==> src/rtl/turfio_bidir_link.sv <==
`default_nettype none
// +----------------------------------------------------------------------------+
// | Module      : turfio_bidir_link                                            |
// | Description : SURF-side endpoint of the TURFIO RACKCTL single-wire link.   |
// |               Receives a preamble-framed command word and hands it to      |
// |               fabric. Then turns the pair around, sends a postamble-framed |
// |               response (echo or user word), and releases the pair.         |
// | Revision    : 1.0 - initial release                                        |
// +----------------------------------------------------------------------------+
// | Ports                                                                      |
// |   rxclk_i        link clock; all logic runs on it                          |
// |   rst_n_i        synchronous active-low reset                              |
// |   rackctl_in_i   raw receive bit from the IOB O output                     |
// |   rackctl_out_o  registered transmit bit to the IOB I input (INV applied)  |
// |   rackctl_tri_o  registered IOB T input, 1 = tristate                      |
// |   cmd_dat_o      last received command word                                |
// |   cmd_valid_o    one-cycle strobe when cmd_dat_o updates                   |
// |   resp_dat_i     response word (ignored when ECHO=1)                       |
// |   resp_valid_i   response offered                                          |
// |   resp_ready_o   waiting for a response; transfer on valid & ready         |
// |   busy_o         frame in progress, DATA through TURN_1                    |
// |   framing_err_o  one-cycle strobe on a preamble mismatch                   |
// |   err_count_o    saturating framing error count                            |
// +----------------------------------------------------------------------------+
module turfio_bidir_link #(
  parameter logic INV        = 1'b0,
  parameter int   DATA_BITS  = 32,
  parameter int   TURNAROUND = 128,
  parameter logic ECHO       = 1'b0
) (
  input  logic                 rxclk_i,
  input  logic                 rst_n_i,
  input  logic                 rackctl_in_i,
  output logic                 rackctl_out_o,
  output logic                 rackctl_tri_o,
  output logic [DATA_BITS-1:0] cmd_dat_o,
  output logic                 cmd_valid_o,
  input  logic [DATA_BITS-1:0] resp_dat_i,
  input  logic                 resp_valid_i,
  output logic                 resp_ready_o,
  output logic                 busy_o,
  output logic                 framing_err_o,
  output logic [7:0]           err_count_o
);

  typedef enum logic [3:0] {
    ST_IDLE      = 4'd0,
    ST_PRE_0     = 4'd1,
    ST_PRE_1     = 4'd2,
    ST_PRE_2     = 4'd3,
    ST_DATA      = 4'd4,
    ST_TURN_0    = 4'd5,
    ST_WAIT_RESP = 4'd6,
    ST_POST      = 4'd7,
    ST_RESP      = 4'd8,
    ST_TURN_1    = 4'd9
  } state_t;

  localparam logic [15:0] BIT_LAST  = 16'(DATA_BITS - 1);
  localparam logic [15:0] TURN_LAST = 16'(TURNAROUND - 1);
  // Postamble, sent MSB first: 1,1,1,0
  localparam logic [3:0]  POST_PAT  = 4'b1110;
  localparam logic        IDLE_BIT  = 1'b1 ^ INV;

  state_t               state_q;
  logic                 in_ff_q;
  logic                 in_rr_q;
  logic                 in_en;
  logic [15:0]          cnt_q;
  logic [DATA_BITS-1:0] rx_sr_q;
  logic [DATA_BITS-1:0] tx_sr_q;
  logic [DATA_BITS-1:0] cmd_dat_q;
  logic                 cmd_valid_q;
  logic                 out_q;
  logic                 tri_q;
  logic                 ready_q;
  logic                 busy_q;
  logic                 ferr_q;
  logic [7:0]           ecnt_q;

  // The input flop only samples while the far end owns the pair; once we
  // start driving, it holds its last value.
  assign in_en = (state_q == ST_IDLE)  || (state_q == ST_PRE_0) ||
                 (state_q == ST_PRE_1) || (state_q == ST_PRE_2) ||
                 (state_q == ST_DATA);

  always_ff @(posedge rxclk_i) begin
    if (!rst_n_i) begin
      state_q     <= ST_IDLE;
      in_ff_q     <= 1'b1;
      in_rr_q     <= 1'b1;
      cnt_q       <= '0;
      rx_sr_q     <= '0;
      tx_sr_q     <= '0;
      cmd_dat_q   <= '0;
      cmd_valid_q <= 1'b0;
      out_q       <= IDLE_BIT;
      tri_q       <= 1'b1;
      ready_q     <= 1'b0;
      busy_q      <= 1'b0;
      ferr_q      <= 1'b0;
      ecnt_q      <= '0;
    end else begin
      cmd_valid_q <= 1'b0;
      ferr_q      <= 1'b0;
      in_rr_q     <= in_ff_q;
      if (in_en) begin
        in_ff_q <= rackctl_in_i ^ INV;
      end
      // Counter runs freely; every transition below clears it.
      cnt_q <= cnt_q + 16'd1;

      case (state_q)
        ST_IDLE: begin
          if (!in_ff_q && in_rr_q) begin
            state_q <= ST_PRE_0;
            cnt_q   <= '0;
          end
        end
        ST_PRE_0, ST_PRE_1, ST_PRE_2: begin
          // Expected preamble bits after the leading 0: 1, 0, 1
          if (in_ff_q == (state_q != ST_PRE_1)) begin
            cnt_q <= '0;
            if (state_q == ST_PRE_0) begin
              state_q <= ST_PRE_1;
            end else if (state_q == ST_PRE_1) begin
              state_q <= ST_PRE_2;
            end else begin
              state_q <= ST_DATA;
              busy_q  <= 1'b1;
            end
          end else begin
            state_q <= ST_IDLE;
            cnt_q   <= '0;
            ferr_q  <= 1'b1;
            if (ecnt_q != 8'hFF) begin
              ecnt_q <= ecnt_q + 8'd1;
            end
          end
        end
        ST_DATA: begin
          rx_sr_q <= {rx_sr_q[DATA_BITS-2:0], in_ff_q};
          if (cnt_q == BIT_LAST) begin
            cmd_dat_q   <= {rx_sr_q[DATA_BITS-2:0], in_ff_q};
            cmd_valid_q <= 1'b1;
            state_q     <= ST_TURN_0;
            cnt_q       <= '0;
          end
        end
        ST_TURN_0: begin
          if (cnt_q == TURN_LAST) begin
            state_q <= ST_WAIT_RESP;
            cnt_q   <= '0;
            tri_q   <= 1'b0;
            out_q   <= IDLE_BIT;
            ready_q <= !ECHO;
          end
        end
        ST_WAIT_RESP: begin
          out_q <= IDLE_BIT;
          if (ECHO) begin
            tx_sr_q <= cmd_dat_q;
            state_q <= ST_POST;
            cnt_q   <= '0;
          end else if (resp_valid_i && ready_q) begin
            tx_sr_q <= resp_dat_i;
            ready_q <= 1'b0;
            state_q <= ST_POST;
            cnt_q   <= '0;
          end
        end
        ST_POST: begin
          out_q <= POST_PAT[2'd3 - cnt_q[1:0]] ^ INV;
          if (cnt_q[1:0] == 2'd3) begin
            state_q <= ST_RESP;
            cnt_q   <= '0;
          end
        end
        ST_RESP: begin
          out_q   <= tx_sr_q[DATA_BITS-1] ^ INV;
          tx_sr_q <= tx_sr_q << 1;
          if (cnt_q == BIT_LAST) begin
            state_q <= ST_TURN_1;
            cnt_q   <= '0;
          end
        end
        ST_TURN_1: begin
          out_q <= IDLE_BIT;
          if (cnt_q == TURN_LAST) begin
            state_q <= ST_IDLE;
            cnt_q   <= '0;
            tri_q   <= 1'b1;
            busy_q  <= 1'b0;
            // Stale frozen samples must not look like a start edge.
            in_ff_q <= 1'b1;
            in_rr_q <= 1'b1;
          end
        end
        default: begin
          state_q <= ST_IDLE;
          cnt_q   <= '0;
        end
      endcase
    end
  end

  assign rackctl_out_o = out_q;
  assign rackctl_tri_o = tri_q;
  assign cmd_dat_o     = cmd_dat_q;
  assign cmd_valid_o   = cmd_valid_q;
  assign resp_ready_o  = ready_q;
  assign busy_o        = busy_q;
  assign framing_err_o = ferr_q;
  assign err_count_o   = ecnt_q;

endmodule
`default_nettype wire

==> config.mk <==
export PLATFORM = sky130hd
export DESIGN_NAME = turfio_bidir_link
export DESIGN_NICKNAME = d
export VERILOG_FILES = /design/src/rtl/turfio_bidir_link.sv
export SDC_FILE = /design/constraint.sdc
export NUM_CORES = 1
export LEC_CHECK = 0
export ABC_CLOCK_PERIOD_IN_PS = 3100
export BUFFER_PORTS_ARGS = -buffer_cell sky130_fd_sc_hd__buf_2
export CAP_MARGIN = 5
export CORE_ASPECT_RATIO = 0.7
export CORE_MARGIN = 2
export CORE_UTILIZATION = 35
export CTS_CLUSTER_DIAMETER = 50
export DETAILED_ROUTE_END_ITERATION = 16
export REMOVE_ABC_BUFFERS = 1
export SKIP_CTS_REPAIR_TIMING = 1
export SYNTH_ARGS = -nofsm -noshare
export SYNTH_HDL_FRONTEND = slang
export SYNTH_SLANG_ARGS = --single-unit
==> constraint.sdc <==
create_clock -name rxclk_i -period 3.1 [get_ports rxclk_i]
set_clock_uncertainty 0.15 [all_clocks]
set_input_delay 0.93 -clock rxclk_i [delete_from_list [all_inputs] [get_ports rxclk_i]]
set_output_delay 0.93 -clock rxclk_i [all_outputs]
set_load 0.02 [all_outputs]
==> run metrics, run 1 <==
share of cells above drive strength 1 0.1959; first-pass GRT wire length 20.04 mm; Gate Count Post-Synth 605; pin count of the biggest net entering global routing 89; crit path launch type register; dpl cells 852; Max Fclk 0.4111 GHz; ys async rst share 0; Distinct cells, synth 53; Yosys reg bits 131; placed inst area 5997 um^2; die width 152.8 um; worst-case clock buffer depth 2; Worst Hold Class register to register; clock-pin transition on the worst setup and hold timing paths 0.06 ns; Layout Area Growth over Synthesis 21.12%; count of endpoints failing setup in the final report 0; hpwl dp 7.911 mm; Total GRT Usage 0.1488; Worst-Skew Late Latency 0.42 ns; Leak Pwr 2.691 nW; number of hold violations in the final report 0; Num CTS Buffers 17; Antenna Violating Nets Remaining 0; run status complete, no violations; final WL 11.95 mm; fin. max-slew vios 0; IR drop worst, VDD 0.0003201 V; H-Tree Level Count 4; critical path peak fanout 64; post-DR vias/cell 4.942; CTS tree yes; Req. time, crit path 3.27 ns; Synth Flop Type dfxtp_1; I/O Pins 82; vias 4369; antenna diode count 0; CP Launch Point state_q[1]; met2 usage 0.2120; Slew @ Worst Pin 1.049 ns; router iterations before antenna repair 5; CTS root buffer clkbuf_16; minimum clock period 2.432 ns; grt peak-use layer met2; Max Cap Viol 0; Post-synth EDFFs 0; vias in the first global route 4018; DR iter-0 viols 285; Nets 710; crit path DAT 2.60 ns; power density over the cells 716.1 nW/um^2; syn_area_per_cell 8.971 um^2; clock sink count 131; GR met1 Demand/Resource 0.2049; initial antenna violation count 2; post-route cell area 6574 um^2; Post-Syn Area 5428 um^2; Die Ht 108.2 um; Routed WL per cell 13.51 um; Tcrit/Tclk final 0.7846; Synth warnings 0; critical path type register to register; std cell rows 38; Setup crit end kind register; unrepaired setup endpoints after global routing no; worst hold start cnt_q[0]; # DRC 0; overall power 4.707 mW; commonest non-fill, non-tap cell in the layout dfxtp_1; met3 GRT Util 0.05691; GPL Wtd Cong 0.8194; RR Startpoint state_q[1]; core area 15310 um^2; die area 16540 um^2; Initial Util 0.3545; Layout Cells excl Fill 884; sequential share of the synthesized area 0.4832; commonest cells after routing, fill and taps aside 131 x dfxtp_1, 96 x nor2_1, 81 x nand2_1, 81 x buf_2, 66 x mux2i_1; relative slew slack 0.3010; IO buf count 81; gr ovfl total 0
cells in the mapped netlist (2+ instances only):
cell,n,area (um^2)
nand2_1,81,304.0
o21a_1,3,22.52
a31oi_1,2,12.51
a211oi_1,33,247.7
clkbuf_1,30,112.6
inv_1,5,18.77
a21oi_1,38,190.2
nor2b_1,4,25.02
ha_1,3,37.54
nand3_1,12,60.06
buf_2,8,40.04
nor2_1,97,364.1
o221ai_1,2,17.52
nand2b_1,5,31.28
xnor2_1,13,113.9
dfxtp_1,131,2623
nor4_1,5,31.28
and3_1,2,12.51
nor3_1,17,85.08
o21ai_0,7,35.03
or3_1,2,12.51
o31a_1,2,17.52
mux2i_1,66,660.6
xor2_1,6,52.55
nand4_1,3,18.77
sequential cells by signal (all words and copies together) (netlist names):
signal and flops:
busy_o 1, cmd_dat_o 32, cmd_valid_o 1, cnt_q 16
err_count_o 8, framing_err_o 1, in_ff_q 1, in_rr_q 1
rackctl_out_o 1, rackctl_tri_o 1, resp_ready_o 1, rx_sr_q 31
state_q 4, tx_sr_q 32
critical path, stage by stage (launching register included):
cell and delay, ns:
dfxtp_1 0.73, nand2b_1 0.24, or3_2 0.83, nor2_1 0.09, a211oi_1 0.28
per-stage QoR:
stage	hold slack (ns)	setup TNS [ns]	setup slack, ns	utilization
final	0.3070	0	0.6677	0.4294
after global routing	0.3297	0	0.4125	0.4294
after CTS	0.3083	0	0.6622	0.4294
after detailed placement	0.2957	0	0.5935	0.3917
after global placement	0.2842	0	0.6512	0.3917
after floorplan	0.2675	-54.84	-1.080	-
worst paths after layout:
kind | endpoint | slack [ns] | depth (start not counted)
worst min register to register | cnt_q[0] | 0.31 | 1
worst max-delay path | tx_sr_q[12] | 0.67 | 4
worst min-delay path | cnt_q[0] | 0.31 | 1
worst max register to register | tx_sr_q[12] | 0.67 | 4
power by group:
| group | internal [mW] | total [mW] | leakage, nW | switching (mW) |
|---|---|---|---|---|
| Clock | 1.20 | 1.95 | 0.279 | 0.753 |
| Sequential | 1.85 | 1.97 | 1.06 | 0.124 |
| Combinational | 0.323 | 0.783 | 1.35 | 0.459 |
area by class of cell:
class | instances | area, um^2
Clock inverter | 13 | 133.9
Fill cell | 1503 | 8736
Clock buffer | 19 | 442.9
Multi-Input combinational cell | 427 | 2618
Tap cell | 200 | 250.2
Timing Repair Buffer | 88 | 483.0
Inverter | 6 | 23.77
Sequential cell | 131 | 2623
metal layers:
metal	vias up	part of all wire
li1	2242	-
met1	1988	0.50
met2	121	0.41
met3	18	0.078
met4	0	0.017
met5	-	0
kinds of logic after synthesis:
kind of cell / share of synthesized area
AO/OA/AOI/OAI: 0.1245
flip-flops: 0.4832
adder cells (fa/ha/maj): 0.006916
buffers and inverters: 0.03711
AND/OR/NAND/NOR: 0.1959
multiplexers: 0.1217
XOR/XNOR: 0.03066
(Power assumes the default switching activity.)
==> run 2: changes to the inputs <==
ABC_CLOCK_PERIOD_IN_PS = 2200   (was 3100)
clock period = 2.2 ns   (was 3.1 ns; I/O delays follow)
==> run metrics, run 2 (synthesis results as in run 1) <==
Clk pwr share 0.422; # DRC 0; worst-case clock buffer depth 2; Psw 1.942 mW; RR Startpoint cnt_q[7]; Req. time, crit path 2.40 ns; failing checks setup timing; Tcrit/Tclk final 1.010; final WL 12.32 mm; vias in the first global route 4258; pin count of the biggest net entering global routing 66; dpl ws 0.007996 ns; IR drop worst, VDD 0.0005556 V; minimum clock period 2.221 ns; commonest non-fill, non-tap cell in the layout dfxtp_1; IO buf count 81; commonest cells after routing, fill and taps aside 130 x dfxtp_1, 95 x nor2_1, 82 x buf_2; Initial Util 0.3545; Reg2Reg Setup Slack -0.02 ns; share of cells above drive strength 1 0.2341; router iterations before antenna repair 4; top layer reached by signal wires met5; Leak Pwr 2.845 nW; sequential share of power 0.394; R2R cell count 7; std cell rows 38; Slew @ Worst Pin 0.4253 ns; unrepaired setup endpoints after global routing yes; relative slew slack 0.7161; WHS Path Cells 2; critical path type register to register; post-DR vias/cell 4.949; Layout Area Growth over Synthesis 26.92%; antenna diode count 0; die width 152.8 um; run status complete, but fails checks; final hold slack 0.2971 ns; Num CTS Buffers 17; fin. max-slew vios 0; Worst Hold Class register to register; die area 16540 um^2; first-pass GRT wire length 20.30 mm; power density over the cells 1020 nW/um^2; Nets 735; Setup crit end kind register; Worst-Skew Late Latency 0.41 ns; Antenna Violating Nets Remaining 0; Max Fclk 0.4502 GHz; critical path peak fanout 7; Die Ht 108.2 um; met3 WL post-DR 786 um; Routed WL per cell 13.56 um; vias 4499; clock sink count 131; CP Launch Point cnt_q[7]; number of hold violations in the final report 0; CTS tree yes; core area 15310 um^2; Max Cap Viol 0; setup TNS -0.07493 ns; H-Tree Level Count 4; crit path DAT 2.43 ns; initial antenna violation count 1; Int Pwr 5.088 mW; Total GRT Usage 0.1508; I/O Pins 82; terminus of the critical flop-to-flop path state_q[0]; final worst setup slack -0.02137 ns; crit path launch type register; count of endpoints failing setup in the final report 7; DR iter-0 viols 230; GPL Wtd Cong 0.8440; gr ovfl total 0; Comb power frac 0.183; CTS root buffer clkbuf_16; CP endpoint state_q[0]; clock-pin transition on the worst setup and hold timing paths 0.06 ns; met1 WL 6.081 mm; Sw Share 0.2762; metal2 WL 5.289 mm; hpwl dp 8.042 mm
-- run 2: metrics by stage --
step                      power (mW)  instance area, um^2  utilization  instances
after floorplan                3.622                 5249            -        564
after global placement         3.943                 6177       0.4035        871
after detailed placement       3.995                 6177       0.4035        871
after CTS                      6.989                 6808       0.4447        903
after global routing           7.398                 6889       0.4500        909
final                          7.030                 6889       0.4500        909
-- run 2: cell type report --
class | instances | area (um^2)
Fill cell | 1494 | 8421
Multi-Input combinational cell | 427 | 2655
Sequential cell | 131 | 2624
Timing Repair Buffer | 113 | 705.7
Clock buffer | 21 | 480.5
Tap cell | 200 | 250.2
Clock inverter | 11 | 150.1
Inverter | 6 | 23.77
-- run 2: power by group through the flow --
stage / Sequential [mW] / Clock [mW] / Combinational, mW
global placement: 2.81 / 0 / 1.14
floorplan: 2.79 / 0 / 0.832
CTS: 2.77 / 3.03 / 1.18
global route: 2.81 / 3.16 / 1.43
finish: 2.77 / 2.97 / 1.29
detailed placement: 2.82 / 0 / 1.18
-- run 2: worst max-delay path: stages, from the launching register on --
cell      delay, ns
dfxtp_2        0.32
or4_4          0.54
nor3_4         0.33
o221ai_4       0.23
buf_4          0.18
buf_4          0.12
nor3_1         0.16
o31a_1         0.13
-- run 2: per-layer routing --
layer | GRT usage | up-vias
met4 | 0.05556 | 2
met1 | 0.1956 | 2093
li1 | - | 2281
met5 | 0 | -
met2 | 0.2284 | 107
met3 | 0.05892 | 16
-- run 2: worst min-delay path by stage --
stage / startpoint / end / slack (ns)
floorplan: cnt_q[0] / cnt_q[0] / 0.27
global placement: rackctl_tri_o / rackctl_tri_o / 0.29
detailed placement: cnt_q[0] / cnt_q[0] / 0.29
CTS: rackctl_tri_o / rackctl_tri_o / 0.30
global route: rackctl_tri_o / rackctl_tri_o / 0.31
finish: rackctl_tri_o / rackctl_tri_o / 0.30
==> run 3: changes to the inputs <==
CORE_ASPECT_RATIO = unset   (was 0.7)
==> run metrics, run 3 (synthesis results as in run 1) <==
run status complete, no violations; die area 16520 um^2; DR iter-0 viols 247; CTS tree yes; Slew @ Worst Pin 0.5500 ns; first-pass GRT wire length 19.78 mm; IR drop worst, VDD 0.0005982 V; GPL Wtd Cong 0.8207; Die Ht 128.5 um; crit path DAT 2.29 ns; Leak Pwr 2.823 nW; final hold slack 0.2969 ns; vias 4433; critical path type register to register; setup TNS 0 ns; Max Fclk 0.4673 GHz; std cell rows 45; pin count of the biggest net entering global routing 66; Antenna Violating Nets Remaining 0; hpwl dp 7.825 mm; Worst Hold Class register to register; commonest cells after routing, fill and taps aside 131 x dfxtp_1, 94 x nor2_1, 81 x nand2_1, 81 x buf_2, 65 x mux2i_1; terminus of the critical flop-to-flop path cnt_q[10]; clock sink count 131; relative slew slack 0.6295; worst-case clock buffer depth 2; # DRC 0; Initial Util 0.3570; count of endpoints failing setup in the final report 0; met2 usage 0.2416; Reg2Reg Setup Slack 0.06 ns; RR Startpoint cnt_q[9]; final WL 12.00 mm; power density over the cells 985.1 nW/um^2; Setup crit end kind register; die width 128.5 um; Num CTS Buffers 17; Req. time, crit path 2.35 ns; initial antenna violation count 0; critical path peak fanout 11; Nets 734; Layout Cells excl Fill 896; core area 15200 um^2; GR met1 Demand/Resource 0.1863; Layout fillers 1497; antenna diode count 0; Max Cap Viol 0; Total GRT Usage 0.1503; WHS Path Cells 2; worst hold start rackctl_tri_o; met3 GRT Util 0.04532; Worst-Skew Late Latency 0.42 ns; gr ovfl total 0; Layout Area Growth over Synthesis 25.73%; H-Tree Level Count 4; R2R cell count 7; number of hold violations in the final report 0; final core occ 0.4489; router iterations before antenna repair 4; share of cells above drive strength 1 0.2288; vias in the first global route 4162; minimum clock period 2.140 ns; crit path launch type register; commonest non-fill, non-tap cell in the layout dfxtp_1; final worst setup slack 0.05996 ns; clock-pin transition on the worst setup and hold timing paths 0.06 ns; Routed WL per cell 13.39 um; I/O Pins 82; dpl cells 857; grt peak-use layer met2; post-DR vias/cell 4.948; Tcrit/Tclk final 0.9727; IO buf count 81; CTS root buffer clkbuf_16; fin. max-slew vios 0; dpl ws -0.006007 ns; hold endpoint rackctl_tri_o
-- run 3: how the worst max path moves through the flow --
stage / depth (start not counted) / endpoint / start
6_report: 7 / cnt_q[10] / cnt_q[9]
5_1_grt: 7 / cnt_q[6] / cnt_q[9]
4_1_cts: 6 / cnt_q[11] / cnt_q[9]
3_5_place_dp: 7 / cnt_q[10] / resp_valid_i
3_3_place_gp: 7 / cnt_q[10] / resp_valid_i
2_1_floorplan: 5 / cmd_dat_o[0] / state_q[2]
-- run 3: worst max-delay path: stages, from the launching register on --
cell      delay, ns
dfxtp_1        0.31
or4_4          0.54
nor3_4         0.22
buf_4          0.16
o221ai_4       0.13
o31ai_2        0.26
buf_6          0.18
nor3_1         0.06
-- run 3: power by group --
part,total [mW],internal [mW],switching [mW]
Clock,2.73,1.68,1.05
Combinational,1.23,0.553,0.673
Sequential,2.77,2.60,0.163
Total,6.72,4.83,1.89
-- run 3: cell type report --
type | count | area [um^2] | share of cell area
Clock inverter | 10 | 98.84 | 0.01448
Sequential cell | 131 | 2623 | 0.3843
Timing Repair Buffer | 112 | 721.9 | 0.1058
Multi-Input combinational cell | 427 | 2638 | 0.3865
Inverter | 6 | 23.77 | 0.003484
Clock buffer | 22 | 484.2 | 0.07096
Tap cell | 188 | 235.2 | 0.03447
-- run 3: metal layers --
| metal | vias up | part of all wire |
|---|---|---|
| met3 | 15 | 0.046 |
| li1 | 2283 | - |
| met1 | 2047 | 0.48 |
| met4 | 0 | 0.019 |
| met5 | - | 0 |
| met2 | 88 | 0.46 |
-- run 3: per-stage QoR --
stage	instance area, um^2	total power [mW]
after CTS	6730	6.764
after floorplan	5249	3.622
after global placement	6147	3.946
final	6824	6.722
after detailed placement	6147	3.992
after global routing	6824	7.089
